==> config.mk <==
export PLATFORM = sky130hd
export DESIGN_NAME = conv3x3_seq_ctrl
export DESIGN_NICKNAME = d
export VERILOG_FILES = /design/src/rtl/conv3x3_seq_ctrl_pkg.sv /design/src/rtl/conv3x3_seq_ctrl_delay_line.sv /design/src/rtl/conv3x3_seq_ctrl.sv
export SDC_FILE = /design/constraint.sdc
export NUM_CORES = 1
export LEC_CHECK = 0
export ABC_AREA = 1
export BUFFER_PORTS_ARGS = -buffer_cell sky130_fd_sc_hd__buf_2
export CORE_ASPECT_RATIO = 1.2
export CORE_UTILIZATION = 40
export DETAILED_ROUTE_END_ITERATION = 8
export GPL_TIMING_DRIVEN = 1
export PLACE_DENSITY_LB_ADDON = 0.2
export SETUP_SLACK_MARGIN = 0.5
export SLEW_MARGIN = 30
export SYNTH_ARGS = -nofsm -noshare
export SYNTH_HDL_FRONTEND = slang
export SYNTH_SLANG_ARGS = --single-unit
export TNS_END_PERCENT = 30
==> constraint.sdc <==
create_clock -name clk -period 2.2 [get_ports clk]
set_input_delay 0.44 -clock clk [delete_from_list [all_inputs] [get_ports clk]]
set_output_delay 0.44 -clock clk [all_outputs]
set_load 0.005 [all_outputs]
==> src/rtl/conv3x3_seq_ctrl_pkg.sv <==
// Shared types and constants for the 3x3 convolution sequencer: FSM encoding,
// kernel geometry and weight register indices (row-major, w11 first).
package conv_pkg;

  typedef enum logic [2:0] {
    ST_IDLE   = 3'd0,
    ST_CLEAR  = 3'd1,
    ST_STREAM = 3'd2,
    ST_DRAIN  = 3'd3,
    ST_DONE   = 3'd4
  } state_t;

  localparam int KERNEL_TAPS = 9;
  localparam int NUM_PHASES  = 3;

  localparam int W11_IDX = 0;
  localparam int W12_IDX = 1;
  localparam int W13_IDX = 2;
  localparam int W21_IDX = 3;
  localparam int W22_IDX = 4;
  localparam int W23_IDX = 5;
  localparam int W31_IDX = 6;
  localparam int W32_IDX = 7;
  localparam int W33_IDX = 8;

  function automatic logic [1:0] next_phase(input logic [1:0] p);
    return (p == 2'(NUM_PHASES - 1)) ? 2'd0 : p + 2'd1;
  endfunction

endpackage

==> src/rtl/conv3x3_seq_ctrl_delay_line.sv <==
// Fixed-depth shift register carrying a valid bit alongside each data word;
// occupied reports whether any stage still holds a live entry.
module ctrl_delay_line #(
  parameter int DEPTH = 4,
  parameter int WIDTH = 8
) (
  input  logic             clk,
  input  logic             reset_n,
  input  logic             in_valid,
  input  logic [WIDTH-1:0] in_data,
  output logic             out_valid,
  output logic [WIDTH-1:0] out_data,
  output logic             occupied
);

  logic [DEPTH-1:0] valid_reg;
  logic [WIDTH-1:0] data_reg [DEPTH];

  always_ff @(posedge clk or negedge reset_n) begin
    if (!reset_n) begin
      valid_reg <= '0;
      for (int i = 0; i < DEPTH; i++) data_reg[i] <= '0;
    end else begin
      valid_reg[0] <= in_valid;
      data_reg[0]  <= in_data;
      for (int i = 1; i < DEPTH; i++) begin
        valid_reg[i] <= valid_reg[i-1];
        data_reg[i]  <= data_reg[i-1];
      end
    end
  end

  assign out_valid = valid_reg[DEPTH-1];
  assign out_data  = data_reg[DEPTH-1];
  assign occupied  = |valid_reg;

endmodule

==> src/rtl/conv3x3_seq_ctrl.sv <==
// Sequencer for the 3-row PE array: holds the kernel, streams one 3-row strip
// column by column, and picks each finished window sum off the array outputs.
module conv3x3_seq_ctrl
  import conv_pkg::*;
#(
  parameter int IMG_W  = 64,
  parameter int PE_LAT = 3,
  parameter int DW     = 8,
  parameter int OW     = 16,
  parameter int CW     = $clog2(IMG_W + 1)
) (
  input  logic                      clk,
  input  logic                      reset_n,
  input  logic                      cfg_we,
  input  logic [3:0]                cfg_addr,
  input  logic [DW-1:0]             cfg_data,
  input  logic                      start,
  input  logic [CW-1:0]             img_w,
  output logic                      busy,
  output logic                      done,
  output logic                      err,
  input  logic                      pix_valid,
  output logic                      pix_ready,
  input  logic [DW-1:0]             pix_r1,
  input  logic [DW-1:0]             pix_r2,
  input  logic [DW-1:0]             pix_r3,
  output logic                      pe_en,
  output logic                      pe_clr,
  output logic [1:0]                pe_sel,
  output logic [DW-1:0]             pe_r1,
  output logic [DW-1:0]             pe_r2,
  output logic [DW-1:0]             pe_r3,
  output logic [KERNEL_TAPS*DW-1:0] pe_w,
  input  logic [OW-1:0]             pe_y1,
  input  logic [OW-1:0]             pe_y2,
  input  logic [OW-1:0]             pe_y3,
  output logic                      out_valid,
  output logic [OW-1:0]             out_data,
  output logic [CW-1:0]             out_col
);

  // Token = {column index, phase}; the phase picks which array output holds the sum.
  localparam int TOK_W = CW + 2;

  state_t        state_reg, state_next;
  logic [CW-1:0] img_w_reg;
  logic [CW-1:0] col_reg;
  logic [1:0]    phase_reg;
  logic          err_reg;
  logic [DW-1:0] weight_reg [KERNEL_TAPS];

  logic             start_ok;
  logic             accept;
  logic             last_col;
  logic             cfg_hit;
  logic             tok_in_valid;
  logic [TOK_W-1:0] tok_in;
  logic             tok_out_valid;
  logic [TOK_W-1:0] tok_out;
  logic             dl_occupied;

  assign start_ok     = (img_w >= CW'(3)) && (img_w <= CW'(IMG_W));
  assign pix_ready    = (state_reg == ST_STREAM);
  assign accept       = pix_valid && pix_ready;
  assign last_col     = (col_reg == img_w_reg - CW'(1));
  assign cfg_hit      = (state_reg == ST_IDLE) && cfg_we && (cfg_addr <= 4'(W33_IDX));
  assign tok_in_valid = accept && (col_reg >= CW'(2));
  assign tok_in       = {col_reg, phase_reg};
  assign err          = err_reg;

  always_ff @(posedge clk or negedge reset_n) begin
    if (!reset_n) state_reg <= ST_IDLE;
    else          state_reg <= state_next;
  end

  always_comb begin
    state_next = state_reg;
    busy       = 1'b1;
    done       = 1'b0;
    pe_clr     = 1'b0;
    case (state_reg)
      ST_IDLE: begin
        busy = 1'b0;
        if (start && start_ok) state_next = ST_CLEAR;
      end
      ST_CLEAR: begin
        pe_clr     = 1'b1;
        state_next = ST_STREAM;
      end
      ST_STREAM: if (accept && last_col) state_next = ST_DRAIN;
      ST_DRAIN:  if (!dl_occupied) state_next = ST_DONE;
      ST_DONE: begin
        done       = 1'b1;
        state_next = ST_IDLE;
      end
      default: state_next = ST_IDLE;
    endcase
  end

  always_ff @(posedge clk or negedge reset_n) begin
    if (!reset_n) begin
      img_w_reg <= '0;
      col_reg   <= '0;
      phase_reg <= '0;
      err_reg   <= 1'b0;
      pe_en     <= 1'b0;
      pe_sel    <= '0;
      pe_r1     <= '0;
      pe_r2     <= '0;
      pe_r3     <= '0;
      out_valid <= 1'b0;
      out_data  <= '0;
      out_col   <= '0;
      for (int i = 0; i < KERNEL_TAPS; i++) weight_reg[i] <= '0;
    end else begin
      pe_en     <= accept;
      out_valid <= tok_out_valid;

      if (state_reg == ST_IDLE && start) begin
        if (start_ok) begin
          img_w_reg <= img_w;
          err_reg   <= 1'b0;
        end else begin
          err_reg   <= 1'b1;
        end
      end

      if (cfg_hit) weight_reg[cfg_addr] <= cfg_data;

      if (state_reg == ST_CLEAR) begin
        col_reg   <= '0;
        phase_reg <= '0;
        pe_sel    <= '0;
      end

      // pe_sel carries the phase of the column now on pe_r*, and holds through bubbles.
      if (accept) begin
        pe_r1     <= pix_r1;
        pe_r2     <= pix_r2;
        pe_r3     <= pix_r3;
        pe_sel    <= phase_reg;
        phase_reg <= next_phase(phase_reg);
        col_reg   <= col_reg + CW'(1);
      end

      if (tok_out_valid) begin
        out_col <= tok_out[TOK_W-1:2];
        case (tok_out[1:0])
          2'd0:    out_data <= pe_y1;
          2'd1:    out_data <= pe_y2;
          default: out_data <= pe_y3;
        endcase
      end
    end
  end

  generate
    for (genvar gi = 0; gi < KERNEL_TAPS; gi++) begin : g_pe_w
      assign pe_w[gi*DW +: DW] = weight_reg[gi];
    end
  endgenerate

  // One extra stage beyond PE_LAT lines the token up with the array's settled output.
  ctrl_delay_line #(
    .DEPTH (PE_LAT + 1),
    .WIDTH (TOK_W)
  ) u_tok_pipe (
    .clk       (clk),
    .reset_n   (reset_n),
    .in_valid  (tok_in_valid),
    .in_data   (tok_in),
    .out_valid (tok_out_valid),
    .out_data  (tok_out),
    .occupied  (dl_occupied)
  );

endmodule

Word level (Yosys, flattened, before mapping)
Cells that the tools add are included.
{"block": "op_classes", "addsub": 3, "n_lt_le_gt_ge": 6, "bitwise": 1, "muxes": 18, "reduce_logical": 15, "n_eq_ne": 10}
{"operator": "72-bit bitwise mux", "count": 1}
{"operator": "8-bit demux with 4-bit select", "count": 1}
{"operator": "16-bit one-hot mux with 2 select lines", "count": 1}
{"operator": "7-bit by 2-bit >= comparator with 1-bit output (second input constant)", "count": 2}
{"operator": "7-bit two-way mux", "count": 2}
{"operator": "3-bit one-hot mux with 4 select lines", "count": 1}
{"operator": "1-bit logical AND", "count": 9}
{"operator": "3-bit two-way mux", "count": 3}
{"operator": "2-bit two-way mux", "count": 4}
{"operator": "8-bit two-way mux", "count": 1}
{"operator": "7-bit by 1-bit adder with 7-bit output (second input constant)", "count": 1}
{"operator": "7-bit equality test", "count": 1}
{"operator": "7-bit less-or-equal comparator (second input constant)", "count": 1}
{"operator": "7-bit by 1-bit subtractor with 7-bit output (second input constant)", "count": 1}
{"operator": "3-bit by 2-bit equality test with 1-bit output (second input constant)", "count": 2}
{"operator": "5-bit >= comparator (second input constant)", "count": 1}
{"operator": "5-bit by 1-bit less-than comparator with 1-bit output (second input constant)", "count": 1}
{"operator": "4-bit NOT with 5-bit output", "count": 1}
{"operator": "4-bit less-or-equal comparator (second input constant)", "count": 1}
{"operator": "1-bit two-way mux", "count": 4}
{"operator": "2-bit != test (second input constant)", "count": 2}
{"operator": "4-bit OR reduction", "count": 1}
{"operator": "3-bit by 1-bit equality test with 1-bit output (second input constant)", "count": 1}
{"operator": "3-bit equality test (second input constant)", "count": 1}
{"operator": "other kinds (9)", "count": 9}
{"block": "totals", "ff_bits": 183, "in_bits": 96, "word_cells": 80, "output_inout_bits": 128}

Depth between registers and ports, before layout
{"block": "depth", "ltp_word": 6, "mapped_depth": 14, "depth_no_buf": 14}

Hierarchy
Synthesis repeated with hierarchy kept, for this count alone.
{"block": "unflattened", "cells_unflattened": 729, "area_unflattened_um2": 7015.5}
{"mod": "conv3x3_seq_ctrl", "cells_each": 677, "seq_area_each_um2": 3578.4, "n_inst": 1, "area_each_um2": 5935.7}
{"mod": "ctrl_delay_line", "cells_each": 52, "seq_area_each_um2": 1001.0, "n_inst": 1, "area_each_um2": 1079.8}

Least setup slack after synthesis
No wires, ideal clock.
{"block": "synth_path", "path_kind": "input -> register", "startpoint": "input cfg_addr[1]", "endpoint": "register weight_reg (netlist bit pe_w[53])", "required_ps": 2069, "path_buffers": 1, "cell_stages": 9, "setup_time_ps": 131, "arrival_ps": 1561, "path_slack_ps": 508, "path_cell_list": "nor2_1 > nand3_1 > nand2_1 > nand2_1 > nor2_4 > nand4_1 > clkbuf_1 > nand2_1 > o21ai_0"}
{"block": "synth_via", "elab_chain_cells": 6, "elab_cells_between_ends": 9, "cone_classes": "order compare: 3; mux: 3; bitwise: 1; reduce/logical: 2"}
{"element": "start: declaration", "line_no": "conv3x3_seq_ctrl.sv:15", "source": "input logic [3:0] cfg_addr,"}
{"element": "4-bit NOT with 5-bit output (not written as such)", "line_no": "conv3x3_seq_ctrl.sv:128", "source": "if (cfg_hit) weight_reg[cfg_addr] <= cfg_data;"}
{"element": "5-bit >= comparator (not written as such) / 5-bit by 1-bit less-than comparator with 1-bit output (equally long branches)", "line_no": "conv3x3_seq_ctrl.sv:128"}
{"element": "1-bit logical AND (not written as such)", "line_no": "conv3x3_seq_ctrl.sv:128"}
{"element": "8-bit two-way mux (not written as such)", "line_no": "conv3x3_seq_ctrl.sv:128"}
{"element": "8-bit demux with 4-bit select", "line_no": "conv3x3_seq_ctrl.sv:128"}
{"element": "72-bit bitwise mux", "line_no": "conv3x3_seq_ctrl.sv:128"}
{"element": "end signal: indexed assignment", "line_no": "conv3x3_seq_ctrl.sv:128"}
{"element": "end: declaration", "line_no": "conv3x3_seq_ctrl.sv:50", "source": "logic [DW-1:0] weight_reg [KERNEL_TAPS];"}
Several ways; a longest one is shown, not always the timed one.
A chain may end at the register's enable or synchronous reset.

Worst setup path after layout
{"block": "layout_path", "startpoint": "register state_reg[2]", "endpoint": "output busy"}
{"block": "layout_via", "elab_chain_cells": 2}
{"element": "start: declaration", "line_no": "conv3x3_seq_ctrl.sv:45", "source": "state_t state_reg, state_next;"}
{"element": "start signal: assignment", "line_no": "conv3x3_seq_ctrl.sv:73", "source": "else state_reg <= state_next;"}
{"element": "3-bit zero test", "line_no": "conv3x3_seq_ctrl.sv:81", "source": "case (state_reg)"}
{"element": "1-bit two-way mux", "line_no": "conv3x3_seq_ctrl.sv:81"}
{"element": "end: declaration", "line_no": "conv3x3_seq_ctrl.sv:19", "source": "output logic busy,"}
No other way between the ends.

==> flow_metrics.py <==
metrics = {
    "yosys": {
        "synth_fa_ha_area_share_pct": 0.540,
        "ys_ff_latch": 183,
        "synth_area_um2": 6950,
        "synth_nets": 817,
        "yosys-top-cells-area": "dfrtp_1, nand2_1, o21ai_0",
        "ys_seq_area_share_pct": 65.9,
        "synth_top_area_share_pct": 65.9,
        "synth_compound_area_share_pct": 8.29,
        "syn_avg_cell_area_um2": 9.68,
        "yosys.area_share.simple_pct": 19.4,
        "synth_top_family_by_area": "simple AND/OR/NAND/NOR gates",
        "synth_top_cell_by_area": "dfrtp_1",
        "yosys_warnings": 0,
        "synth_cell_types": 26,
        "synth.area.mux_share_pct": 1.28,
        "synthXorXnorAreaFrac_pct": 0.252,
        "postSynthCellCount": 718,
    },
    "routing": {
        "wl_per_cell_um": 13.8,
        "drc": 0,
        "viasPerCell": 4.69,
        "firstDrtPassIters": 4,
        "ant_nets": 0,
        "vias": 5608,
        "routed_wl_mm": 16.5,
        "first_iter_violations": 319,
    },
    "setup_path": {
        "reg2reg_to": "state_reg[1]",
        "path_class": "register to output pin",
        "worstPathRequired_ns": 1.76,
        "critPathLaunch": "state_reg[2]",
        "r2r_slack_ns": 0.51,
        "reg2reg_depth": 14,
        "critPathBufInv": 3,
        "crit_end": "busy",
        "critical_path.startpoint_type": "register",
        "cpPeakStageDelay_ns": 0.40,
        "crit_fanout": 4,
        "cpMaxStageDelayCell": "dfrtp_1",
        "cp_num_cells": 5,
        "path_cells": "inv_2 -> nand2_4 -> nor2_4 -> inv_4 -> buf_6",
        "crit_arrival_ns": 1.29,
        "crit_family": "flip-flops",
        "worst_setup_path_end_kind": "output pin",
        "regToRegStartpoint": "img_w_reg[0]",
    },
    "clock_tree": {
        "cts.htree.levels": 4,
        "cts_buffers": 17,
        "clock-sinks": 183,
        "cts_tree": "built",
        "clk_latency_ns": 0.42,
        "cts_buffer_depth": 2,
        "clockRootBuffer": "clkbuf_16",
        "clkSlewWorstSetupHoldPaths_ns": 0.07,
    },
    "grt": {
        "antenna_found_initial": 0,
        "grt_start_max_net_pins": 65,
        "grt_pass1_wl_mm": 25.9,
        "grt_pass1_vias": 5167,
        "overflow": 0,
        "grt_use_total_pct": 18.9,
    },
    "place": {
        "portBuffers": 223,
        "dp_slack_ns": 0.179,
        "dp_cells": 1156,
        "dp_hpwl_mm": 11.5,
        "place_congestion": 0.804,
    },
    "floorplanning": {
        "coreArea_um2": 16900,
        "dieWidth_um": 122,
        "dieArea_um2": 17900,
        "io_pins": 224,
        "die_y_um": 146,
        "rows": 52,
        "start_util_pct": 41.1,
    },
    "timing": {
        "finClkSkew_ns": 0.00667,
        "drv_slew": 0,
        "layout_setup_ws_ns": 0.471,
        "timing.hold.ws_ns": -0.000841,
        "finalCriticalPeriod_ns": 1.73,
        "fin_crit_sh_pct": 78.6,
        "max_freq_ghz": 0.578,
        "tightestPinTransition_ns": 0.632,
        "rsz0062_at_grt": "true",
        "slew_headroom_pct": 57.8,
        "setup_violations": 0,
        "setup-tns-final_ns": 0,
        "hold_viol": 1,
    },
    "job": {
        "maxCapViolCount": 0,
    },
    "min_path": {
        "hold_class": "input port to asynchronous set/reset pin",
    },
    "final_layout": {
        "multi_input_area_um2": 2160,
        "largest_reg_flops": 72,
        "instances_no_fill": 1197,
        "area_growth_pct": 33.8,
        "final_layout_size_suffix_gt1_share_pct": 32.8,
        "diodes": 0,
        "seq_area_um2": 4580,
        "fillers": 1578,
        "final_nets": 1067,
    },
    "power": {
        "powerDensity_nw_per_um2": 1280,
        "p_leak_nw": 5.00,
        "power_mw": 11.9,
        "vdd_ir_drop_max_uv": 563,
    },
    "status": {
        "violations": "negative hold slack",
        "status": "finished, violations left",
    },
}
[layout make-up]
type / count / share of cell area (%)
Tap cell: 216 / 2.91
Sequential cell: 183 / 49.3
Clock inverter: 13 / 2.32
Multi-Input combinational cell: 456 / 23.2
Timing Repair Buffer: 255 / 15.1
Clock buffer: 19 / 4.87
Inverter: 55 / 2.25
[cell families (layout without fill, tap and decap cells)]
family,count (synthesis),after routing
simple gates,330,330
mux,8,8
fa+ha+maj,3,3
flops,183,183
xor+xnor,2,2
buf+inv,79,342
compound gates,113,113
[cell usage in the layout (no fill, tap or decap), types with 3 or more instances in the layout]
| master | Yosys | final |
|---|---|---|
| nand3b_1 | 3 | 3 |
| a21oi_1 | 12 | 12 |
| mux2_2 | 7 | 7 |
| buf_2 | 1 | 221 |
| nand2_2 | 0 | 5 |
| nor2_2 | 0 | 3 |
| inv_1 | 55 | 49 |
| dfrtp_1 | 183 | 182 |
| inv_6 | 0 | 4 |
| inv_2 | 0 | 5 |
| clkbuf_16 | 0 | 17 |
| nand4_1 | 20 | 20 |
| bufinv_16 | 0 | 5 |
| nor2_1 | 32 | 27 |
| or2_2 | 3 | 3 |
| nor3_1 | 5 | 3 |
| nor2_4 | 1 | 3 |
| buf_4 | 0 | 29 |
| nand3_1 | 16 | 14 |
| nor3_2 | 1 | 3 |
| nand2_1 | 248 | 242 |
| o21ai_0 | 97 | 97 |
| buf_12 | 0 | 3 |
[worst min-delay path by stage]
| stage | start | to | slack (ns) | cells past startpoint |
|---|---|---|---|---|
| after floorplan | reset_n | col_reg[0] | 0.14 | 0 |
| final | reset_n | pe_r1[5] | -0.0008 | 1 |
| after global placement | u_tok_pipe.data_reg[25] | u_tok_pipe.data_reg[16] | 0.33 | 0 |
| after global routing | reset_n | pe_r1[5] | 0.04 | 1 |
| after CTS | reset_n | pe_r1[5] | 0.02 | 1 |
| after detailed placement | u_tok_pipe.data_reg[29] | u_tok_pipe.data_reg[20] | 0.33 | 0 |
[synth_stat cells (all sizes together)]
cell	instances
nor4	1
mux2i	1
o21ai	97
a21boi	1
or2	3
o22ai	1
ha	3
nand3b	3
a21oi	12
xor2	1
nand2	248
nor2	33
nand4	20
inv	55
nand3	16
o32ai	1
clkbuf	21
xnor2	1
nor3	6
mux2	7
buf	3
o31ai	1
dfrtp	183
[report_power, final]
group | switching [mW] | leakage, nW | internal (mW)
Sequential | 0.612 | 2.40 | 4.44
Combinational | 1.86 | 2.27 | 1.55
Clock | 1.30 | 0.325 | 2.10
[routing by layer]
| metal | share of wire (%) | GRT usage, % | vias up | routed length [µm] |
|---|---|---|---|---|
| met2 | 50 | 31.4 | 195 | 8200 |
| met1 | 43 | 24.1 | 2599 | 7110 |
| met3 | 6.2 | 4.61 | 13 | 1020 |
| met4 | 0.95 | 5.67 | 0 | 157 |
| met5 | 0 | 0 | - | 0 |
| li1 | - | - | 2801 | - |
[worst reg2reg max path: cells and delay by family, from the launching register on]
kind	cells	cell delay [ns]
flip-flops	1	0.41
AND/OR/NAND/NOR	11	0.83
buffers and inverters	2	0.14
adder cells (fa/ha/maj)	1	0.21
[metrics by stage]
step | area, µm² | hold WS (ns) | util [%]
floorplan | 6950 | 0.144 | -
global placement | 8460 | 0.331 | 50.0
detailed placement | 8460 | 0.335 | 50.0
CTS | 9190 | 0.0157 | 54.3
global route | 9290 | 0.0420 | 54.9
finish | 9290 | -0.000841 | 54.9
[timing repair]
action	CTS	global route
endpoints found under the setup margin	58	56
hold buffers	0	0
setup buffers	5	4
pin swaps	2	9
gates resized for setup	10	21
Power figures use the tool's default switching activity.
